File: config.mk
export PLATFORM = sky130hd
export DESIGN_NAME = dcache_tl_c_arbiter
export DESIGN_NICKNAME = d
export VERILOG_FILES = /design/src/rtl/dcache_tl_c_arbiter.sv
export SDC_FILE = /design/constraint.sdc
export NUM_CORES = 1
export LEC_CHECK = 0
export BUFFER_PORTS_ARGS = -buffer_cell sky130_fd_sc_hd__buf_2
export CAP_MARGIN = 10
export CORE_AREA = 2 2 137 139
export DETAILED_ROUTE_END_ITERATION = 8
export DIE_AREA = 0 0 139 141
export SLEW_MARGIN = 10
export SYNTH_ARGS = -nofsm -noshare
export SYNTH_HDL_FRONTEND = slang
export SYNTH_SLANG_ARGS = --single-unit
File: constraint.sdc
create_clock -name clock -period 4.4 [get_ports clock]
set_clock_uncertainty 0.15 [all_clocks]
set_input_delay 0.44 -clock clock [delete_from_list [all_inputs] [get_ports clock]]
set_output_delay 0.44 -clock clock [all_outputs]
set_load 0.05 [all_outputs]
File: src/rtl/dcache_tl_c_arbiter.sv
// TileLink channel C arbiter for the data cache: probe-response path (req 0) vs writeback path (req 1).
// Zero-latency routing, grant locked across multi-beat messages, prot captured on the first beat.
module dcache_tl_c_arbiter #(
   parameter int unsigned DATA_W        = 64,
   parameter int unsigned LG_BEAT_BYTES = 3,
   parameter int unsigned ADDR_W        = 32,
   parameter int unsigned SOURCE_W      = 2,
   parameter int unsigned STARVE_LIMIT  = 4
) (
   input  logic                          clock,
   input  logic                          reset,
   input  logic [1:0]                    req_valid,
   output logic [1:0]                    req_ready,
   input  logic [1:0][2:0]               req_opcode,
   input  logic [1:0][2:0]               req_param,
   input  logic [1:0][2:0]               req_size,
   input  logic [1:0][SOURCE_W-1:0]      req_source,
   input  logic [1:0][ADDR_W-1:0]        req_address,
   input  logic [1:0][DATA_W-1:0]        req_data,
   input  logic [1:0]                    req_corrupt,
   input  logic [1:0][6:0]               req_prot,
   output logic                          c_valid,
   input  logic                          c_ready,
   output logic [2:0]                    c_opcode,
   output logic [2:0]                    c_param,
   output logic [2:0]                    c_size,
   output logic [SOURCE_W-1:0]           c_source,
   output logic [ADDR_W-1:0]             c_address,
   output logic [DATA_W-1:0]             c_data,
   output logic                          c_corrupt,
   output logic [6:0]                    c_prot,
   output logic                          busy
);

   localparam int unsigned BEAT_CNT_W = 8;
   localparam int unsigned STARVE_W   = 4;
   localparam logic [2:0]            LG_BEATS   = 3'(LG_BEAT_BYTES);
   localparam logic [STARVE_W-1:0]   STARVE_MAX = STARVE_W'(STARVE_LIMIT);

   typedef enum logic [1:0] {
      ST_IDLE  = 2'd0,
      ST_OFFER = 2'd1,
      ST_BURST = 2'd2
   } state_e;

   state_e                  state_q, state_d;
   logic                    owner_q, owner_d;
   logic [BEAT_CNT_W-1:0]   beats_left_q, beats_left_d;
   logic [6:0]              prot_q, prot_d;
   logic [STARVE_W-1:0]     starve_q, starve_d;

   logic                    sel_c;
   logic                    fire_c;
   logic                    first_beat_c;
   logic                    has_data_c;
   logic [BEAT_CNT_W-1:0]   beats_c;
   logic                    multi_c;

   // Winner selection: only IDLE arbitrates; OFFER/BURST stay on the owner.
   always_comb begin
      sel_c = owner_q;
      if (state_q == ST_IDLE) begin
         if (req_valid[1] && (starve_q == STARVE_MAX)) begin
            sel_c = 1'b1;
         end else if (req_valid[0]) begin
            sel_c = 1'b0;
         end else begin
            sel_c = 1'b1;
         end
      end
   end

   // Zero-latency mux of the granted requester onto channel C.
   always_comb begin
      c_valid   = req_valid[sel_c] & ~reset;
      c_opcode  = req_opcode[sel_c];
      c_param   = req_param[sel_c];
      c_size    = req_size[sel_c];
      c_source  = req_source[sel_c];
      c_address = req_address[sel_c];
      c_data    = req_data[sel_c];
      c_corrupt = req_corrupt[sel_c];
      c_prot    = (state_q == ST_BURST) ? prot_q : req_prot[sel_c];
      req_ready = 2'b00;
      if (!reset) begin
         req_ready[sel_c] = c_ready;
      end
   end

   assign fire_c       = c_valid & c_ready;
   assign first_beat_c = (state_q != ST_BURST);
   assign busy         = (state_q != ST_IDLE);

   // Message length of the routed request.
   always_comb begin
      has_data_c = req_opcode[sel_c][0];
      beats_c    = BEAT_CNT_W'(1);
      if (has_data_c && (req_size[sel_c] > LG_BEATS)) begin
         beats_c = BEAT_CNT_W'(1) << (req_size[sel_c] - LG_BEATS);
      end
      multi_c = (beats_c > BEAT_CNT_W'(1));
   end

   // Next-state logic.
   always_comb begin
      state_d      = state_q;
      owner_d      = owner_q;
      beats_left_d = beats_left_q;
      prot_d       = prot_q;
      starve_d     = starve_q;

      case (state_q)
         ST_IDLE: begin
            if (c_valid) begin
               owner_d = sel_c;
               if (fire_c) begin
                  if (multi_c) begin
                     state_d      = ST_BURST;
                     beats_left_d = beats_c - BEAT_CNT_W'(1);
                     prot_d       = req_prot[sel_c];
                  end
               end else begin
                  state_d = ST_OFFER;
               end
            end
         end
         ST_OFFER: begin
            if (!req_valid[owner_q]) begin
               state_d = ST_IDLE;
            end else if (fire_c) begin
               if (multi_c) begin
                  state_d      = ST_BURST;
                  beats_left_d = beats_c - BEAT_CNT_W'(1);
                  prot_d       = req_prot[owner_q];
               end else begin
                  state_d = ST_IDLE;
               end
            end
         end
         ST_BURST: begin
            if (fire_c) begin
               beats_left_d = beats_left_q - BEAT_CNT_W'(1);
               if (beats_left_q == BEAT_CNT_W'(1)) begin
                  state_d = ST_IDLE;
               end
            end
         end
         default: begin
            state_d = ST_IDLE;
         end
      endcase

      // Fairness: count req-0 first-beat wins over a waiting req 1.
      if (fire_c && first_beat_c) begin
         if (sel_c) begin
            starve_d = '0;
         end else if (req_valid[1] && (starve_q != STARVE_MAX)) begin
            starve_d = starve_q + STARVE_W'(1);
         end
      end
   end

   always_ff @(posedge clock) begin
      if (reset) begin
         state_q      <= ST_IDLE;
         owner_q      <= 1'b0;
         beats_left_q <= '0;
         prot_q       <= '0;
         starve_q     <= '0;
      end else begin
         state_q      <= state_d;
         owner_q      <= owner_d;
         beats_left_q <= beats_left_d;
         prot_q       <= prot_d;
         starve_q     <= starve_d;
      end
   end

endmodule

* Yosys cells after proc, flatten, opt, wreduce, memory -nomap -nowiden
Cells that the tools add are included.
** Word-level totals
- Flip-flop bits (word level) :: 22
- Bits of input ports :: 235
- Output and inout bits :: 119
** Cells by class
- Add/subtract/negate cells :: 4
- Magnitude comparators :: 5
- Equal/unequal tests :: 16
- Shift operators :: 1
- Mux-type cells :: 54
- Bitwise operators :: 4
- Reduce and logical (&&, ||, !) cells :: 15
** Operators by type and width (number)
- $mux W64 :: 2
- $mux W7 :: 11
- $mux W32 :: 2
- $mux W8 :: 6
- $pmux W8 S3 :: 1
- $mux W2 :: 11
- $mux W3 :: 6
- $ne A2 B2 Y1 const B :: 8
- $sub A8 B1 Y8 const B :: 2
- $pmux W7 S2 :: 1
- $mux W1 :: 10
- $eq A8 B1 Y1 const B :: 1
- $gt A8 B1 Y1 const B :: 1
- $mux W4 :: 2
- $shl A1 B3 Y8 const A :: 1
- $reduce_and A7 Y1 :: 1
- $ne A3 B3 Y1 const B :: 2
- $pmux W2 S3 :: 1
- $reduce_bool A2 Y1 :: 3
- $logic_and A1 B1 Y1 :: 5
- $reduce_and A5 Y1 :: 1
- $add A4 B1 Y4 const B :: 1
- $eq A4 B3 Y1 const B :: 1
- $lt A1 B2 Y1 const B :: 2
- other kinds (15) :: 17

* Longest topological paths before layout
Gate-level depths: netlist (run 1).
- Depth after elaboration :: 14
- Gate-level depth with buffers :: 14
- Depth with buffers taken out :: 13

* Worst setup path before layout (run 1)
OpenSTA, ideal clock, no wires.
- Kind :: input to register
- Start :: input port req_valid[0]
- End :: register beats_left_q[2]
- Setup time :: 0.134 ns
- Arrival :: 2.831 ns
- Data required time :: 4.116 ns
- Path slack :: 1.285 ns
- Stages on the path :: 13
- Buffers on the path :: 3
- Path through :: or3b_1 buf_2 o21ai_4 clkbuf_1 nand2_1 o31ai_1 nand2_1 ha_1 nor2_1 a211oi_2 buf_2 o211ai_1 o22ai_1
** Between the ends
- Cells in the longest elaborated chain, start to end :: 13
- Elaborated cells on any way between the ends :: 29
- Those cells by class :: add/sub (2); order compare (2); eq/ne (3); shift (1); mux (17); bitwise (2); reduce/logical (2)
** Ends and longest elaborated chain
- start, declared :: line 12 : input logic [1:0] req_valid,
- $mux W1 :: line 65 : end else if (req_valid[0]) begin
- $mux W1 :: line 63 : if (req_valid[1] && (starve_q == STARVE_MAX)) begin
- $mux W1 :: line 62 : if (state_q == ST_IDLE) begin
- $mux W3 (not written as such) (2 in series) :: line 98, 99
- $sub A3 B2 Y3 / $gt A3 B2 Y1 (equally long branches) :: line 99, 98
- $shl A1 B3 Y8 / $logic_and A1 B1 Y1 (equally long branches) :: line 99, 98
- $mux W8 :: line 98 : if (has_data_c && (req_size[sel_c] > LG_BEATS)) begin
- $sub A8 B1 Y8 / $gt A8 B1 Y1 (equally long branches) :: line 119, 133, 101
- $mux W8 :: line 117, 131
- $mux W8 :: line 116 : if (fire_c) begin
- $mux W8, on equally long branches :: line 128, 114
- $pmux W8 S3 :: line 112 : case (state_q)
- end signal, assigned :: line 173 : beats_left_q <= beats_left_d;
- end, declared :: line 48 : logic [BEAT_CNT_W-1:0] beats_left_q, beats_left_d;
Parallel ways exist; a longest one is shown, timed or not. The select of a mux whose other input is x is not followed.
A chain may end at the register's enable or synchronous reset.

* Final worst setup path (run 1)
- Start :: register state_q[1]
- End :: output port c_prot[6]
** Between the ends
- Cells in the longest elaborated chain, start to end :: 5
- Elaborated cells on any way between the ends :: 6
- Those cells by class :: eq/ne (1); mux (4); reduce/logical (1)
** Ends and longest elaborated chain
- start, declared :: line 46 : state_e state_q, state_d;
- start signal, assigned :: line 171 : state_q <= state_d;
- $logic_not A2 Y1 :: line 62
- $mux W1 :: line 62
- $mux W7 (not written as such) (2 in series) :: line 83 : c_prot = (state_q == ST_BURST) ? prot_q : req_prot[sel_c];
- $mux W7 (*) :: line 83
- end, declared :: line 31 : output logic [6:0] c_prot,
Mark *: on every way between the ends. The rest lies on a longest branch, timed or not. The select of a mux whose other input is x is not followed.

==> insert_results.sql, run 1 <==
INSERT INTO impl_metrics (metric_group, metric, value, unit) VALUES
('status', 'status', 'finished clean', ''),
('cts', 'postCtsResizedCells', '0', ''),
('synth', 'synth.yosys.seq_area_share', '14.4', '%'),
('placed_design', 'placement.setup.worst_slack', '748', 'ps'),
('final_layout', 'finish.cell_count_without_fillers', '1129', ''),
('floorplan', 'die_area', '19600', 'um^2'),
('cts', 'post_cts.repair.setup_buffers', '0', ''),
('synth', 'synthesis_stage_register_bit_count', '22', ''),
('synth', 'synth-async-reset-ratio', '0', '%'),
('routing', 'antenna_left', '0', ''),
('setup_path', 'reg2regPathDepth', '12', ''),
('synth', 'share_of_yosys_cell_area_claimed_by_the_top_area_cell_type', '41.2', '%'),
('setup_path', 'worstPathCellList', 'or3b_1, o21ai_4, buf_4, buf_4, mux2i_1, a21oi_1, buf_2', ''),
('power', 'power.leakage', '3.01', 'nW'),
('setup_path', 'cpPeakStageDelay', '690', 'ps'),
('global_route', 'largest_net_degree_at_the_start_of_global_routing', '81', ''),
('setup_path', 'crit_required', '3810', 'ps'),
('synth', 'synth-edff-count', '0', ''),
('floorplan', 'die_h', '141', 'um'),
('global_route', 'number_of_global_route_vias_before_repair', '4425', ''),
('placed_design', 'numPlacedInstances', '1118', ''),
('synth', 'netlist.top_cell.by_area', 'nand2_1', ''),
('floorplan', 'floorplan.rows', '50', ''),
('setup_path', 'timing.critical_path.to_type', 'primary output', ''),
('flow_run', 'max_cap_violations', '0', ''),
('synth', 'yosys-top-cells-area', 'nand2_1 (41%), dfxtp_1 (14%), mux2i_1 (3.6%)', ''),
('synth', 'warnings_from_yosys', '0', ''),
('synth', 'dominantRegCellSynth', 'dfxtp_1', ''),
('routing', 'route.vias.total', '4902', ''),
('routing', 'firstDrtPassIters', '5', ''),
('setup_path', 'r2r-end', 'prot_q[3]$_SDFFE_PP0P_', ''),
('global_route', 'grt_remaining_overflow', '0', ''),
('sta', 'final-max-slew-violation-count', '0', ''),
('setup_path', 'critical_path.slowest_cell', 'buf_4', ''),
('synth', 'netlist_area', '3050', 'um^2'),
('floorplan', 'start_util', '16.7', '%'),
('cts', 'worst_setup_hold_path_clk_slew', '60', 'ps'),
('setup_path', 'timing.critical_path.arrival', '3220', 'ps'),
('setup_path', 'critical_path_launch_point', 'state_q[1]$_SDFFE_PP0P_', ''),
('cts', 'max-clock-path-buffers', '2', ''),
('cts', 'cts_made_buffers', '3', ''),
('synth', 'yosys.cell_types.count', '52', ''),
('power', 'ir_drop_worst_vdd', '0.207', 'mV'),
('routing', 'drt_drc_violations_left', '0', ''),
('sta', 'finalSetupViolCount', '0', ''),
('setup_path', 'critical_path_peak_fanout', '80', ''),
('cts', 'cts_hold_repair.buffers', '0', ''),
('sta', 'timing_hold_violations_final', '0', ''),
('sta', 'hold_ws', '332', 'ps'),
('setup_path', 'worst-r2r-setup-slack', '760', 'ps'),
('power', 'power_density_over_the_cells', '399', 'nW/um^2'),
('routing', 'avgRoutedWirePerCell', '15.1', 'um'),
('final_layout', 'syn_to_final_growth', '65.9', '%'),
('sta', 'post-route-period-util', '86.7', '%'),
('placed_design', 'gpl.final_weighted_congestion', '0.814', ''),
('placed_design', 'port_buffers', '353', ''),
('floorplan', 'top_level_ports', '354', ''),
('setup_path', 'critical-path-top-cell-by-count', 'buf_4', ''),
('cts', 'worst_skew_pair.late_latency', '250', 'ps'),
('setup_path', 'criticalPathCategory', 'reg -> out', ''),
('sta', 'setup_repair_after_global_routing_missed_its_margin', 'no', ''),
('floorplan', 'core_region_area', '18300', 'um^2'),
('sta', 'setup_ws', '587', 'ps'),
('power', 'tot_pwr', '2.02', 'mW'),
('routing', 'drt_first_iter_violations', '236', ''),
('synth', 'netlist_instances', '567', ''),
('cts', 'cts_htree_levels', '1', ''),
('global_route', 'grt_first_pass_wirelength', '24800', 'um'),
('cts', 'cts_root_buffer', 'clkbuf_16', ''),
('global_route', 'grt_antenna_before_repair', '19', ''),
('routing', 'detail_route.vias_per_cell', '4.34', '');
[synth_stat cells (3+ instances only)]
cell and instances:
a211oi_1 4, a21oi_1 21, buf_2 14, buf_6 3, clkbuf_1 21, dfxtp_1 22
ha_1 6, inv_1 12, mux2i_1 11, nand2_1 335, nand2b_1 3, nand3_1 9
nand4_1 5, nor2_1 19, nor3_1 3, o2111ai_1 3, o211ai_1 12, o21ai_0 7
o21ai_1 8, or3_1 3, or4_1 5
[cell families (layout without fill, tap and decap cells)]
group	after synthesis	after routing	share of synthesized area, %
AOI/OAI and AO/OA	78	78	18.3
adders and majority gates	6	6	2.46
buffers and inverters	53	373	7.96
DFF	22	22	14.4
muxes	11	11	3.61
other	0	8	0
and+or+nand+nor	397	397	53.2
[power breakdown]
part / switching [mW] / internal [mW]
combinational: 1.22 / 0.384
clock: 0.0696 / 0.120
sequential: 0.0143 / 0.213
total: 1.30 / 0.717
[layout by cell type (no fill, tap or decap), types with 2 or more instances in the layout]
master     count
buf_2        353
nand2_1      335
dfxtp_1       22
a21oi_1       21
nor2_1        19
inv_1         12
o211ai_1      12
mux2i_1       11
nand3_1        9
diode_2        8
o21ai_1        8
o21ai_0        7
ha_1           6
or4_1          5
nand4_1        5
a211oi_1       4
nand2b_1       3
nor3_1         3
o2111ai_1      3
or3_1          3
clkbuf_16      3
buf_4          3
o31ai_1        2
a211o_1        2
a41oi_1        2
nand3b_1       2
nand4b_1       2
a32oi_1        2
o211a_1        2
or2_2          2
o22ai_1        2
o32ai_1        2
[routing by layer]
| metal | vias to the layer above | share of wire (%) | global-route usage, % |
|---|---|---|---|
| met4 | 12 | 0.51 | 1.28 |
| met2 | 244 | 41 | 24.0 |
| li1 | 2502 | - | - |
| met1 | 2124 | 44 | 22.0 |
| met3 | 20 | 14 | 7.24 |
| met5 | - | 0.42 | 0 |
[flip-flops by register name, summed over array words and instances, names as in the netlist]
register	flops
beats_left_q	8
state_q	2
owner_q	1
prot_q	7
starve_q	4
[worst max-delay path: cells and delay by family (launching register included)]
| family | cells | cell delay, ps |
|---|---|---|
| buffers and inverters | 3 | 1340 |
| and+or+nand+nor | 1 | 560 |
| DFF | 1 | 460 |
| AOI/OAI and AO/OA | 2 | 380 |
| muxes | 1 | 210 |
[worst min-delay path by stage]
stage	end	start	cells past startpoint
after detailed placement	beats_left_q[3]$_SDFFE_PP0P_	beats_left_q[3]$_SDFFE_PP0P_	2
final	beats_left_q[3]$_SDFFE_PP0P_	beats_left_q[3]$_SDFFE_PP0P_	2
after global routing	prot_q[2]$_SDFFE_PP0P_	req_prot[9]	3
after floorplan	beats_left_q[3]$_SDFFE_PP0P_	beats_left_q[3]$_SDFFE_PP0P_	2
after CTS	beats_left_q[3]$_SDFFE_PP0P_	beats_left_q[3]$_SDFFE_PP0P_	2
after global placement	beats_left_q[3]$_SDFFE_PP0P_	beats_left_q[3]$_SDFFE_PP0P_	2
[layout make-up]
cell class | count | area, um^2
clock buffer | 3 | 75.1
tap | 234 | 293
inverter | 13 | 48.8
fill | 2105 | 13200
antenna | 8 | 20.0
timing repair buffer | 357 | 1810
sequential | 22 | 440
multi-input combinational | 492 | 2370
[per-stage QoR]
| step | area, um^2 | util (%) |
|---|---|---|
| CTS | 5040 | 27.6 |
| global placement | 4970 | 27.2 |
| floorplan | 3050 | - |
| detailed placement | 4970 | 27.2 |
| global route | 5040 | 27.6 |
| finish | 5060 | 27.7 |
No activity file was read; power rests on OpenSTA's default activity.
==> run 2: changes to the inputs <==
==> constraint.sdc (replaced) <==
create_clock -name clock -period 3.3 [get_ports clock]
set_clock_uncertainty 0.15 [all_clocks]
set_input_delay 0.33 -clock clock [delete_from_list [all_inputs] [get_ports clock]]
set_output_delay 0.33 -clock clock [all_outputs]
set_load 0.05 [all_outputs]
==> insert_results.sql, run 2 (synthesized netlist as in run 1, its figures left out) <==
INSERT INTO impl_metrics (metric_group, metric, value, unit) VALUES
('status', 'status', 'finished clean', ''),
('global_route', 'largest_net_degree_at_the_start_of_global_routing', '75', ''),
('cts', 'cts_hold_repair.buffers', '0', ''),
('final_layout', 'layout.filler_cells', '2071', ''),
('floorplan', 'die_h', '141', 'um'),
('cts', 'worst_skew_pair.late_latency', '260', 'ps'),
('sta', 'finalCriticalPeriod', '3070', 'ps'),
('final_layout', 'finish.cell_count_without_fillers', '1136', ''),
('final_layout', 'layout_common_cells', 'buf_2 (353), nand2_1 (335), dfxtp_1 (22), a21oi_1 (21), nor2_1 (18)', ''),
('routing', 'drt_wl_total', '17100', 'um'),
('power', 'p_sw_share', '63.7', '%'),
('routing', 'avgRoutedWirePerCell', '15.0', 'um'),
('setup_path', 'crit_required', '2820', 'ps'),
('cts', 'worst_setup_hold_path_clk_slew', '60', 'ps'),
('setup_path', 'critical_path_peak_fanout', '74', ''),
('setup_path', 'critical_path_launch_point', 'starve_q[0]$_SDFFE_PP0P_', ''),
('cts', 'cts_htree_levels', '1', ''),
('placed_design', 'placed_cell_area', '5020', 'um^2'),
('global_route', 'number_of_global_route_vias_before_repair', '4367', ''),
('power', 'internal_power', '1000', 'uW'),
('routing', 'drt_drc_violations_left', '0', ''),
('sta', 'tightestPinTransition', '883', 'ps'),
('sta', 'post-route-period-util', '93.1', '%'),
('final_layout', 'registers_with_the_highest_flip_flop_counts', 'beats_left_q: 8 flops, prot_q: 7 flops, starve_q: 4 flops', ''),
('sta', 'timing.slew.headroom', '41.1', '%'),
('power', 'power_frac_comb', '78.8', '%'),
('sta', 'setup_ws', '227', 'ps'),
('setup_path', 'worstPathCellList', 'inv_1, ha_1, and4b_1, o21ai_4, buf_6, mux2i_1, a21oi_1, buf_2', ''),
('placed_design', 'port_buffers', '353', ''),
('power', 'clock_power_share', '10.4', '%'),
('final_layout', 'largest_reg_flops', '8', ''),
('routing', 'antenna_left', '0', ''),
('global_route', 'grt_remaining_overflow', '0', ''),
('setup_path', 'cp-start-kind', 'flop', ''),
('placed_design', 'gpl.final_weighted_congestion', '0.822', ''),
('setup_path', 'criticalPathCategory', 'reg -> out', ''),
('setup_path', 'critical_path.top_delay_family', 'buffers and inverters', ''),
('setup_path', 'cpPeakStageDelay', '490', 'ps'),
('setup_path', 'timing.critical_path.to_type', 'primary output', ''),
('final_layout', 'syn_to_final_growth', '68.5', '%'),
('global_route', 'grt.total_usage', '15.8', '%'),
('power', 'sequential_share_of_power', '10.7', '%'),
('floorplan', 'floorplan.rows', '50', ''),
('floorplan', 'start_util', '16.7', '%'),
('hold_path', 'hold_path_startpoint', 'req_prot[4]', ''),
('setup_path', 'r2r-end', 'beats_left_q[1]$_SDFFE_PP0P_', ''),
('routing', 'drt_first_iter_violations', '237', ''),
('sta', 'timing_hold_violations_final', '0', ''),
('placed_design', 'hpwl', '14400', 'um'),
('final_layout', 'max_flop_register', 'beats_left_q', ''),
('setup_path', 'reg2regPathDepth', '11', ''),
('sta', 'final-max-slew-violation-count', '0', ''),
('routing', 'route.vias.total', '4851', ''),
('power', 'ir_drop_worst_vdd', '0.247', 'mV'),
('setup_path', 'timing.rr.start', 'starve_q[0]$_SDFFE_PP0P_', ''),
('floorplan', 'die_area', '19600', 'um^2'),
('setup_path', 'worst-r2r-setup-slack', '250', 'ps'),
('hold_path', 'worstHoldPathCells', '3', ''),
('placed_design', 'placement.setup.worst_slack', '105', 'ps'),
('final_layout', 'layout.cell_area.non_filler', '5140', 'um^2'),
('floorplan', 'core_region_area', '18300', 'um^2'),
('setup_path', 'bufs_and_invs_on_worst_path', '3', ''),
('sta', 'maxClockFrequency', '325', 'MHz'),
('power', 'switchingPower', '1.76', 'mW'),
('floorplan', 'die_w', '139', 'um'),
('cts', 'max-clock-path-buffers', '2', ''),
('final_layout', 'fin_nets', '1138', ''),
('hold_path', 'type_of_the_most_critical_hold_path', 'in -> reg', ''),
('sta', 'finalSetupViolCount', '0', ''),
('final_layout', 'drive_gt1_share', '42.5', '%'),
('routing', 'firstDrtPassIters', '4', ''),
('cts', 'cts_num_sinks', '22', ''),
('power', 'power.leakage', '3.06', 'nW'),
('cts', 'clock_tree_from_tritoncts', 'built', ''),
('setup_path', 'critical_path.slowest_cell', 'buf_6', ''),
('power', 'tot_pwr', '2.76', 'mW'),
('routing', 'detail_route.vias_per_cell', '4.27', ''),
('cts', 'cts_made_buffers', '3', ''),
('setup_path', 'timing.critical_path.arrival', '2590', 'ps'),
('hold_path', 'holdPathEnd', 'prot_q[4]$_SDFFE_PP0P_', ''),
('global_route', 'grt_antenna_before_repair', '21', ''),
('power', 'power_density_over_the_cells', '536', 'nW/um^2'),
('global_route', 'grt_first_pass_wirelength', '24400', 'um'),
('final_layout', 'layout.cells.most_common', 'buf_2', ''),
('flow_run', 'max_cap_violations', '0', ''),
('placed_design', 'numPlacedInstances', '1125', ''),
('floorplan', 'top_level_ports', '354', ''),
('cts', 'cts_root_buffer', 'clkbuf_16', '');
[run 2: metrics by stage]
stage / hold slack, ps / setup TNS [ps] / util (%)
6_report: 222 / 0 / 28.1
5_1_grt: 253 / -5.71 / 28.1
4_1_cts: 221 / 0 / 28.0
3_5_place_dp: 318 / 0 / 27.5
3_3_place_gp: 315 / 0 / 27.5
2_1_floorplan: 252 / 0 / -
[run 2: worst max-delay path by stage]
stage / depth (start not counted) / to / slack (ps)
2_1_floorplan: 14 / beats_left_q[2]$_SDFFE_PP0P_ / 190
3_3_place_gp: 9 / state_q[1]$_SDFFE_PP0P_ / 180
3_5_place_dp: 9 / state_q[1]$_SDFFE_PP0P_ / 100
4_1_cts: 8 / c_prot[6] / 40
5_1_grt: 13 / beats_left_q[1]$_SDFFE_PP0P_ / -6
6_report: 8 / c_prot[6] / 230
[run 2: final cells by class]
type | count | area (um^2) | area share [%]
Antenna cell | 6 | 15.0 | 0.292
Clock buffer | 4 | 88.8 | 1.73
Inverter | 13 | 48.8 | 0.949
Multi-Input combinational cell | 492 | 2380 | 46.3
Sequential cell | 22 | 440 | 8.57
Tap cell | 234 | 293 | 5.70
Timing Repair Buffer | 365 | 1870 | 36.4
[run 2: worst min-delay path: cells and delay by family]
kind                   cells  cell delay (ps)
buffers and inverters      1               70
AOI/OAI and AO/OA          1              120
muxes                      1               70
[run 2: routing by layer]
layer / routed length [um] / vias up / part of all wire [%] / track usage (%)
met3: 2090 / 23 / 12 / 7.00
met2: 6970 / 218 / 41 / 23.4
met4: 152 / 10 / 0.89 / 2.07
met1: 7800 / 2078 / 46 / 21.8
li1: - / 2522 / - / -
met5: 58 / - / 0.34 / 0
[run 2: timing repair]
| item | CTS | global route |
|---|---|---|
| endpoints found under the setup margin | 0 | 20 |
| resized for setup | 0 | 4 |
| buffers inserted | 0 | 1 |
[run 2: power groups by stage]
stage / clock network (mW) / registers [mW] / logic, mW
after global routing: 0.297 / 0.298 / 2.32
after floorplan: 0 / 0.298 / 1.61
final: 0.288 / 0.296 / 2.17
after CTS: 0.292 / 0.296 / 2.18
after global placement: 0 / 0.302 / 2.17
after detailed placement: 0 / 0.301 / 2.17
==> run 3: changes to the inputs <==
==> constraint.sdc (replaced) <==
create_clock -name clock -period 3.93 [get_ports clock]
set_clock_uncertainty 0.15 [all_clocks]
set_input_delay 0.393 -clock clock [delete_from_list [all_inputs] [get_ports clock]]
set_output_delay 0.393 -clock clock [all_outputs]
set_load 0.05 [all_outputs]
==> insert_results.sql, run 3 (synthesized netlist as in run 1, its figures left out) <==
INSERT INTO impl_metrics (metric_group, metric, value, unit) VALUES
('status', 'status', 'finished clean', ''),
('final_layout', 'fin_nets', '1132', ''),
('power', 'power.leakage', '3.04', 'nW'),
('cts', 'cts_htree_levels', '1', ''),
('global_route', 'use_met3', '7.03', '%'),
('final_layout', 'registers_with_the_highest_flip_flop_counts', 'beats_left_q: 8 flops, prot_q: 7 flops, starve_q: 4 flops', ''),
('final_layout', 'syn_to_final_growth', '67.2', '%'),
('placed_design', 'numPlacedInstances', '1120', ''),
('sta', 'final-max-slew-violation-count', '0', ''),
('flow_run', 'max_cap_violations', '0', ''),
('final_layout', 'finish.cell_count_without_fillers', '1130', ''),
('cts', 'worst_setup_hold_path_clk_slew', '70', 'ps'),
('cts', 'cts_hold_repair.buffers', '0', ''),
('cts', 'cts_root_buffer', 'clkbuf_16', ''),
('sta', 'finalSetupViolCount', '0', ''),
('global_route', 'grt_antenna_before_repair', '21', ''),
('sta', 'timing_hold_violations_final', '0', ''),
('routing', 'antenna_left', '0', ''),
('setup_path', 'critical_path_peak_fanout', '11', ''),
('setup_path', 'criticalPathCategory', 'reg -> reg', ''),
('power', 'sequential_share_of_power', '10.8', '%'),
('hold_path', 'type_of_the_most_critical_hold_path', 'in -> reg', ''),
('floorplan', 'die_h', '141', 'um'),
('setup_path', 'timing.critical_path.arrival', '3420', 'ps'),
('floorplan', 'top_level_ports', '354', ''),
('placed_design', 'gpl.final_weighted_congestion', '0.805', ''),
('global_route', 'global_route.usage.met2', '23.6', '%'),
('routing', 'avgRoutedWirePerCell', '15.3', 'um'),
('power', 'internal_power', '874', 'uW'),
('routing', 'route.vias.total', '4877', ''),
('final_layout', 'max_flop_register', 'beats_left_q', ''),
('global_route', 'grt_first_pass_wirelength', '24900', 'um'),
('sta', 'tightestPinTransition', '942', 'ps'),
('routing', 'drt_wl_total', '17300', 'um'),
('routing', 'firstDrtPassIters', '4', ''),
('cts', 'postCtsResizedCells', '0', ''),
('setup_path', 'timing.critical_path.to_type', 'flop', ''),
('global_route', 'grt_remaining_overflow', '0', ''),
('global_route', 'number_of_global_route_vias_before_repair', '4288', ''),
('sta', 'finalCriticalPeriod', '3450', 'ps'),
('cts', 'max-clock-path-buffers', '2', ''),
('floorplan', 'die_w', '139', 'um'),
('routing', 'drt_first_iter_violations', '270', ''),
('global_route', 'largest_net_degree_at_the_start_of_global_routing', '77', ''),
('global_route', 'grt.total_usage', '16.1', '%'),
('sta', 'maxClockFrequency', '290', 'MHz'),
('global_route', 'grt_use_met1', '22.7', '%'),
('sta', 'post-route-period-util', '87.8', '%'),
('power', 'ir_drop_worst_vdd', '0.326', 'mV'),
('cts', 'cts_made_buffers', '3', ''),
('floorplan', 'floorplan.rows', '50', ''),
('sta', 'setup_repair_after_global_routing_missed_its_margin', 'no', ''),
('setup_path', 'crit_required', '3900', 'ps'),
('cts', 'cts_num_sinks', '22', ''),
('cts', 'clock_tree_from_tritoncts', 'built', ''),
('power', 'switchingPower', '1.48', 'mW'),
('power', 'clock_power_share', '12.4', '%'),
('global_route', 'busiest_layer_in_global_routing', 'met2', ''),
('floorplan', 'start_util', '16.7', '%'),
('cts', 'post_cts.repair.setup_buffers', '0', ''),
('power', 'power_frac_comb', '76.8', '%'),
('final_layout', 'layout.cells.most_common', 'buf_2', ''),
('routing', 'drt_drc_violations_left', '0', ''),
('final_layout', 'largest_reg_flops', '8', ''),
('setup_path', 'cp-start-kind', 'flop', ''),
('placed_design', 'hpwl', '14400', 'um'),
('cts', 'worst_skew_pair.late_latency', '260', 'ps'),
('sta', 'setup-tns-final', '0', 'ps'),
('final_layout', 'layout_common_cells', 'buf_2 (353), nand2_1 (335), dfxtp_1 (22), a21oi_1 (21), nor2_1 (19)', ''),
('power', 'p_sw_share', '62.9', '%'),
('final_layout', 'drive_gt1_share', '41.9', '%'),
('floorplan', 'die_area', '19600', 'um^2'),
('routing', 'detail_route.vias_per_cell', '4.32', ''),
('placed_design', 'port_buffers', '353', ''),
('floorplan', 'core_region_area', '18300', 'um^2'),
('power', 'power_density_over_the_cells', '462', 'nW/um^2'),
('sta', 'timing.slew.headroom', '37.2', '%');
-- run 3: worst paths after layout --
| check | end | slack [ps] | cells past startpoint | start |
|---|---|---|---|---|
| hold / removal | prot_q[2]$_SDFFE_PP0P_ | 280 | 3 | req_prot[2] |
| hold reg to reg | beats_left_q[3]$_SDFFE_PP0P_ | 330 | 2 | beats_left_q[3]$_SDFFE_PP0P_ |
| setup / recovery | state_q[1]$_SDFFE_PP0P_ | 480 | 8 | state_q[1]$_SDFFE_PP0P_ |
| setup reg to reg | state_q[1]$_SDFFE_PP0P_ | 480 | 8 | state_q[1]$_SDFFE_PP0P_ |
-- run 3: per-layer routing --
layer  up-vias  part of all wire [%]
met3        25                    13
met1      2103                    45
met2       235                    41
li1       2502                     -
met5         -                  0.42
met4        12                  0.64
-- run 3: critical path, cell delays in order (launching register included) --
cell      delay [ps]
dfxtp_1          460
or3b_1           550
o21ai_4          220
mux2i_1          430
ha_1             370
nor2_1           160
a211oi_2         390
or2_0            460
a21oi_1          110
-- run 3: area by class of cell --
class                           count  area, um^2
Antenna cell                        6        15.0
Timing Repair Buffer              359        1820
Fill cell                        2106       13200
Clock buffer                        3        75.1
Inverter                           13        48.8
Tap cell                          234         293
Sequential cell                    22         440
Clock inverter                      1        30.0
Multi-Input combinational cell    492        2370
-- run 3: power by group through the flow --
| stage | Combinational, mW | Clock (mW) | Sequential [mW] |
|---|---|---|---|
| 4_1_cts | 1.82 | 0.292 | 0.254 |
| 6_report | 1.81 | 0.291 | 0.254 |
| 2_1_floorplan | 1.35 | 0 | 0.251 |
| 3_3_place_gp | 1.81 | 0 | 0.259 |
| 5_1_grt | 1.93 | 0.301 | 0.257 |
| 3_5_place_dp | 1.81 | 0 | 0.259 |
-- run 3: metrics by stage --
stage	hold slack, ps	util (%)	setup WS [ps]	power, mW	cell area, um^2
floorplan	304	-	825	1.60	3050
global placement	319	27.3	615	2.07	4980
detailed placement	319	27.3	533	2.07	4980
CTS	284	27.8	503	2.37	5090
global route	302	27.9	243	2.49	5090
finish	281	27.9	480	2.36	5100
